## config.mk

```make
export PLATFORM = sky130hd
export DESIGN_NAME = model_scalar_integer_sequential_multiplier
export DESIGN_NICKNAME = d
export VERILOG_FILES = /design/src/rtl/model_scalar_integer_sequential_multiplier.sv
export SDC_FILE = /design/constraint.sdc
export NUM_CORES = 1
export LEC_CHECK = 0
export CORE_MARGIN = 2
export CORE_UTILIZATION = 25
export CTS_CLUSTER_SIZE = 8
export DETAILED_ROUTE_END_ITERATION = 16
export PLACE_DENSITY = 0.41
export SLEW_MARGIN = 20
export SYNTH_ARGS = -nofsm -noshare
export SYNTH_HDL_FRONTEND = slang
export SYNTH_SLANG_ARGS = --single-unit
```

## constraint.sdc

```tcl
create_clock -name CLK -period 12.8 [get_ports CLK]
set_input_delay 1.92 -clock CLK [delete_from_list [all_inputs] [get_ports CLK]]
set_output_delay 1.92 -clock CLK [all_outputs]
set_load 0.02 [all_outputs]
```

## src/rtl/model_scalar_integer_sequential_multiplier.sv

```systemverilog
// Iterative shift-add integer multiplier with signed/unsigned mode.
// One operand-width adder, DATA_SIZE+1 cycles from START to the READY pulse.
module model_scalar_integer_sequential_multiplier #(
  parameter int DATA_SIZE    = 64,
  parameter int CONTROL_SIZE = 64
) (
  input  logic                 CLK,
  input  logic                 RST,
  input  logic                 START,
  input  logic                 SIGNED_MODE,
  input  logic [DATA_SIZE-1:0] DATA_A_IN,
  input  logic [DATA_SIZE-1:0] DATA_B_IN,
  output logic                 READY,
  output logic                 BUSY,
  output logic [DATA_SIZE-1:0] DATA_OUT,
  output logic [DATA_SIZE-1:0] DATA_HIGH_OUT,
  output logic                 OVERFLOW_OUT
);

  localparam int N  = DATA_SIZE;
  localparam int CW = $clog2(DATA_SIZE + 1);
  localparam logic [CW-1:0] LAST_CNT = CW'(DATA_SIZE - 1);

  // CONTROL_SIZE only keeps the library's operators interchangeable.
  if (DATA_SIZE < 2 || CONTROL_SIZE < 1) begin : g_param_check
    $error("model_scalar_integer_sequential_multiplier: bad DATA_SIZE or CONTROL_SIZE");
  end

  typedef enum logic [1:0] {
    S_IDLE   = 2'd0,
    S_SHIFT  = 2'd1,
    S_FINISH = 2'd2
  } state_t;

  state_t           state_q;
  logic             mode_q;
  logic             sign_q;
  logic [N-1:0]     mcand_q;
  logic [N-1:0]     mplier_q;
  logic [2*N-1:0]   acc_q;
  logic [CW-1:0]    cnt_q;
  logic             ready_q;
  logic             busy_q;
  logic [N-1:0]     lo_q;
  logic [N-1:0]     hi_q;
  logic             ovf_q;

  logic [N-1:0]     mag_a_d;
  logic [N-1:0]     mag_b_d;
  logic             sign_d;
  logic [N:0]       sum_d;
  logic [2*N-1:0]   acc_d;
  logic [2*N-1:0]   prod_d;
  logic             ovf_d;

  always_comb begin
    mag_a_d = (SIGNED_MODE && DATA_A_IN[N-1]) ? -DATA_A_IN : DATA_A_IN;
    mag_b_d = (SIGNED_MODE && DATA_B_IN[N-1]) ? -DATA_B_IN : DATA_B_IN;
    sign_d  = SIGNED_MODE & (DATA_A_IN[N-1] ^ DATA_B_IN[N-1]);
    // Add into the upper half with carry, then shift the whole accumulator right.
    sum_d   = {1'b0, acc_q[2*N-1:N]} + (mplier_q[0] ? {1'b0, mcand_q} : '0);
    acc_d   = {sum_d, acc_q[N-1:1]};
    prod_d  = sign_q ? -acc_q : acc_q;
    if (mode_q) begin
      ovf_d = !((&prod_d[2*N-1:N-1]) || !(|prod_d[2*N-1:N-1]));
    end else begin
      ovf_d = |prod_d[2*N-1:N];
    end
  end

  always_ff @(posedge CLK or posedge RST) begin
    if (RST) begin
      state_q  <= S_IDLE;
      mode_q   <= 1'b0;
      sign_q   <= 1'b0;
      mcand_q  <= '0;
      mplier_q <= '0;
      acc_q    <= '0;
      cnt_q    <= '0;
      ready_q  <= 1'b0;
      busy_q   <= 1'b0;
      lo_q     <= '0;
      hi_q     <= '0;
      ovf_q    <= 1'b0;
    end else begin
      ready_q <= 1'b0;
      case (state_q)
        S_IDLE: begin
          if (START) begin
            mode_q   <= SIGNED_MODE;
            sign_q   <= sign_d;
            mcand_q  <= mag_a_d;
            mplier_q <= mag_b_d;
            acc_q    <= '0;
            cnt_q    <= '0;
            busy_q   <= 1'b1;
            state_q  <= S_SHIFT;
          end
        end
        S_SHIFT: begin
          acc_q    <= acc_d;
          mplier_q <= mplier_q >> 1;
          cnt_q    <= cnt_q + CW'(1);
          if (cnt_q == LAST_CNT) begin
            state_q <= S_FINISH;
          end
        end
        S_FINISH: begin
          lo_q    <= prod_d[N-1:0];
          hi_q    <= prod_d[2*N-1:N];
          ovf_q   <= ovf_d;
          ready_q <= 1'b1;
          busy_q  <= 1'b0;
          state_q <= S_IDLE;
        end
        default: begin
          busy_q  <= 1'b0;
          state_q <= S_IDLE;
        end
      endcase
    end
  end

  assign READY         = ready_q;
  assign BUSY          = busy_q;
  assign DATA_OUT      = lo_q;
  assign DATA_HIGH_OUT = hi_q;
  assign OVERFLOW_OUT  = ovf_q;

endmodule
```

==> impl_results.md <==
* Status: complete, no violations
* Mapped Nets at ~3000
* Worst Setup Start Kind: primary input
* Slowest cell on crit path: nor4_1
* Post-synth EDFFs at 0
* First-pass GRT wire length at 133000 um
* VDD IR-drop max at between 0.09 and 0.1 mV
* PD cells at approximately 190 nW/um^2
* Mean Syn Cell Area at about 8.7 sq um
* Post-layout util at 0.308
* Top-count cell post-synth: nand2_1
* Root Buffer: clkbuf_16
* Syn Inst Count at roughly 2800
* Core area at approximately 97000 sq um
* Setup TNS at 0 ns
* Clock skew at ~0.032 ns
* # resized after CTS at 0
* Crit share post-route at 0.433
* Leak pwr at 12.2 nW
* Metal2 WL at around 38000 um
* Fillers at 10100
* Minimum clock period at 5.54 ns
* Sequential share of the synthesized area at 0.407
* Final setup vio count at 0
* F_max at 180 MHz
* Cell taking the most area after synthesis: dfrtp_1
* Initial cell density of the core at 0.252
* Routed vias at approximately 22000
* IO buf count at 262
* Post-synth top area share at 0.407
* Hold Buf Count CTS at 0
* Design Power at 5.62 mW
* Met3 WL at between 4000 and 5000 um
* Cts bufs inserted at between 50 and 60
* WL met1 at approximately 42000 um
* Post-DRT Antenna Nets at 0
* Clk slew on worst S/H paths at about 0.05 ns
* Vias in the first global route at 21400
* Routed vias/inst at around 5.0
* Ranking of synthesized cells by area: dfrtp_1 (41%), o21ai_0 (7.6%), nand2_1 (6.4%)
* Skew-Pair Late Insertion Delay at between 0.6 and 0.7 ns
* CTS tree: done
* Synth warn at 0
* Ys flop type: dfrtp_1
* Chip Height at 317 um
* DRT Pass-1 Iters at 5
* Total GRT Usage at 0.170
* Crit end category: flip-flop
* Crit path cell chain: clkdlybuf4s50_1, or3_1, or4_1, nor4_1, nand2_1, nor3_2, nand2_1, or2_2, o21ai_0, xor2_1, o21ai_0
* RSZ-0062 raised after global routing: no
* Clk buf depth at 3
* Synth cell types at between 70 and 80
* Congestion Overflow GR at 0
* Rel. slew slack at 0.281
* Die width at roughly 320 um
* Layout cells sized above 1 at 0.0428
* Required @ worst endpoint at around 13 ns
* Fraction of registers with async set/reset at 1.00
* Number of DRC markers in iteration 0 at ~1600
* Remaining DRCs at 0
* Nets at 3200
* Fin. Hold Viols at 0
* Drt wl/cell at approximately 20 um
* Arrival time worst endpoint at between 6 and 7 ns
* Post-DP HPWL at 64600 um
* IO Count at between 200 and 300
* Die area at roughly 100000 sq um
* Mapped cell area at about 24000 sq um
* CTS H-tree depth at 2
* Clk sinks at 398
* Max cap viols at 0
* Worst Path Max Fanout at 6
* Post-CTS setup buffers at 0
* Area growth syn-to-layout at 22.2%
* HP Class: flip-flop to flip-flop
* Peak per-stage delay on the critical path at ~0.75 ns
* Wirelength, routed at just under 90000 um
* Top Layer Used: met5
* Reg area at around 10000 sq um
* Area of the multi-input gates at ~14000 sq um
* Row count at ~110
* FF+latch count, synth at 398
* Initial antenna violation count at 6
* Slew Viols, Final at 0
* GP Congestion at a little under 0.9
* Slew @ Worst Pin at roughly 1.1 ns
* Pin count of the biggest net entering global routing at approximately 190
* Commonest cells post-synth: nand2_1 (418), dfrtp_1 (398), o21ai_0 (373)
* WS Path Type: primary input to flip-flop
## worst paths after layout
check                                   startpoint                       endpoint  slack [ns]  depth (start not counted)
setup / recovery                      DATA_B_IN[6]       mplier_q[53]$_DFFE_PP0P_        7.26                         11
hold / removal             mcand_q[56]$_DFFE_PP0P_        mcand_q[56]$_DFFE_PP0P_        0.47                          2
setup reg to reg           mplier_q[0]$_DFFE_PP0P_         acc_q[121]$_DFFE_PP0P_        7.38                         16
hold reg to reg            mcand_q[56]$_DFFE_PP0P_        mcand_q[56]$_DFFE_PP0P_        0.47                          2
max in group asynchronous                      RST  DATA_HIGH_OUT[38]$_DFFE_PP0P_        9.08                          4
min in group asynchronous                      RST       mplier_q[59]$_DFFE_PP0P_        1.68                          2
## worst max-delay path: cells and delay by family
family / cells / cell delay [ns]
compound gates: 2 / 0.30
buf+inv: 1 / 0.47
simple gates: 7 / 3.18
xor+xnor: 1 / 0.16
## stage by stage
| step | worst slack, ns | hold WS, ns | instance area, sq um | cells |
|---|---|---|---|---|
| floorplan | 5.52 | 0.442 | 24500 | 2825 |
| global placement | 6.78 | 0.458 | 28200 | 4215 |
| detailed placement | 6.62 | 0.462 | 28200 | 4215 |
| CTS | 7.34 | 0.475 | 29900 | 4292 |
| global route | 6.79 | 0.493 | 29900 | 4296 |
| finish | 7.26 | 0.467 | 29900 | 4297 |
## logic make-up (layout without fill, tap and decap cells)
| family | Yosys count | in the layout | synth area share |
|---|---|---|---|
| compound gates | 862 | 862 | 0.218 |
| xor+xnor | 305 | 305 | 0.109 |
| fa+ha+maj | 69 | 69 | 0.0356 |
| buf+inv | 212 | 403 | 0.0343 |
| flops | 398 | 398 | 0.407 |
| mux | 4 | 4 | 0.00164 |
| other cells | 0 | 5 | 0 |
| simple gates | 975 | 975 | 0.194 |
## power breakdown
part,internal (mW),switching (mW),leakage [nW],total (mW)
clock network,0.830,0.594,0.791,1.42
logic,0.857,1.39,6.39,2.24
registers,1.53,0.425,4.98,1.95
## state kept, by name, indices dropped and copies added, names as in the netlist
name           flops
BUSY               1
state_q            2
OVERFLOW_OUT       1
cnt_q              7
mcand_q           64
DATA_OUT          64
mode_q             1
mplier_q          64
DATA_HIGH_OUT     64
READY              1
sign_q             1
acc_q            128
## cell type report
type                    count  area share
diodes                      5    0.000419
clock inverters             6     0.00260
multi-input cells        2215       0.458
clock buffers              71      0.0516
flip-flops and latches    398       0.334
inverters                  39     0.00503
well taps                1276      0.0534
repair buffers            287      0.0949
## cells in the final DEF, fill, tap and decap left out, types with 52 or more instances in the layout
master / synthesis / layout
a21oi_1: 135 / 135
xor2_1: 168 / 168
xnor2_1: 137 / 137
nor2_1: 122 / 121
o21ai_0: 373 / 373
o31ai_1: 52 / 52
a22o_1: 64 / 64
dfrtp_1: 398 / 397
nor3_1: 64 / 64
clkbuf_16: 0 / 58
clkdlybuf4s50_1: 0 / 262
nand2_1: 418 / 416
ha_1: 68 / 68
and2_1: 73 / 73
## layer usage
layer  vias up  track usage
met5         -            0
met4         2       0.0541
met3       109       0.0263
met2       601        0.259
met1     10400        0.247
li1      10500            -
Power figures use the tool's default switching activity.
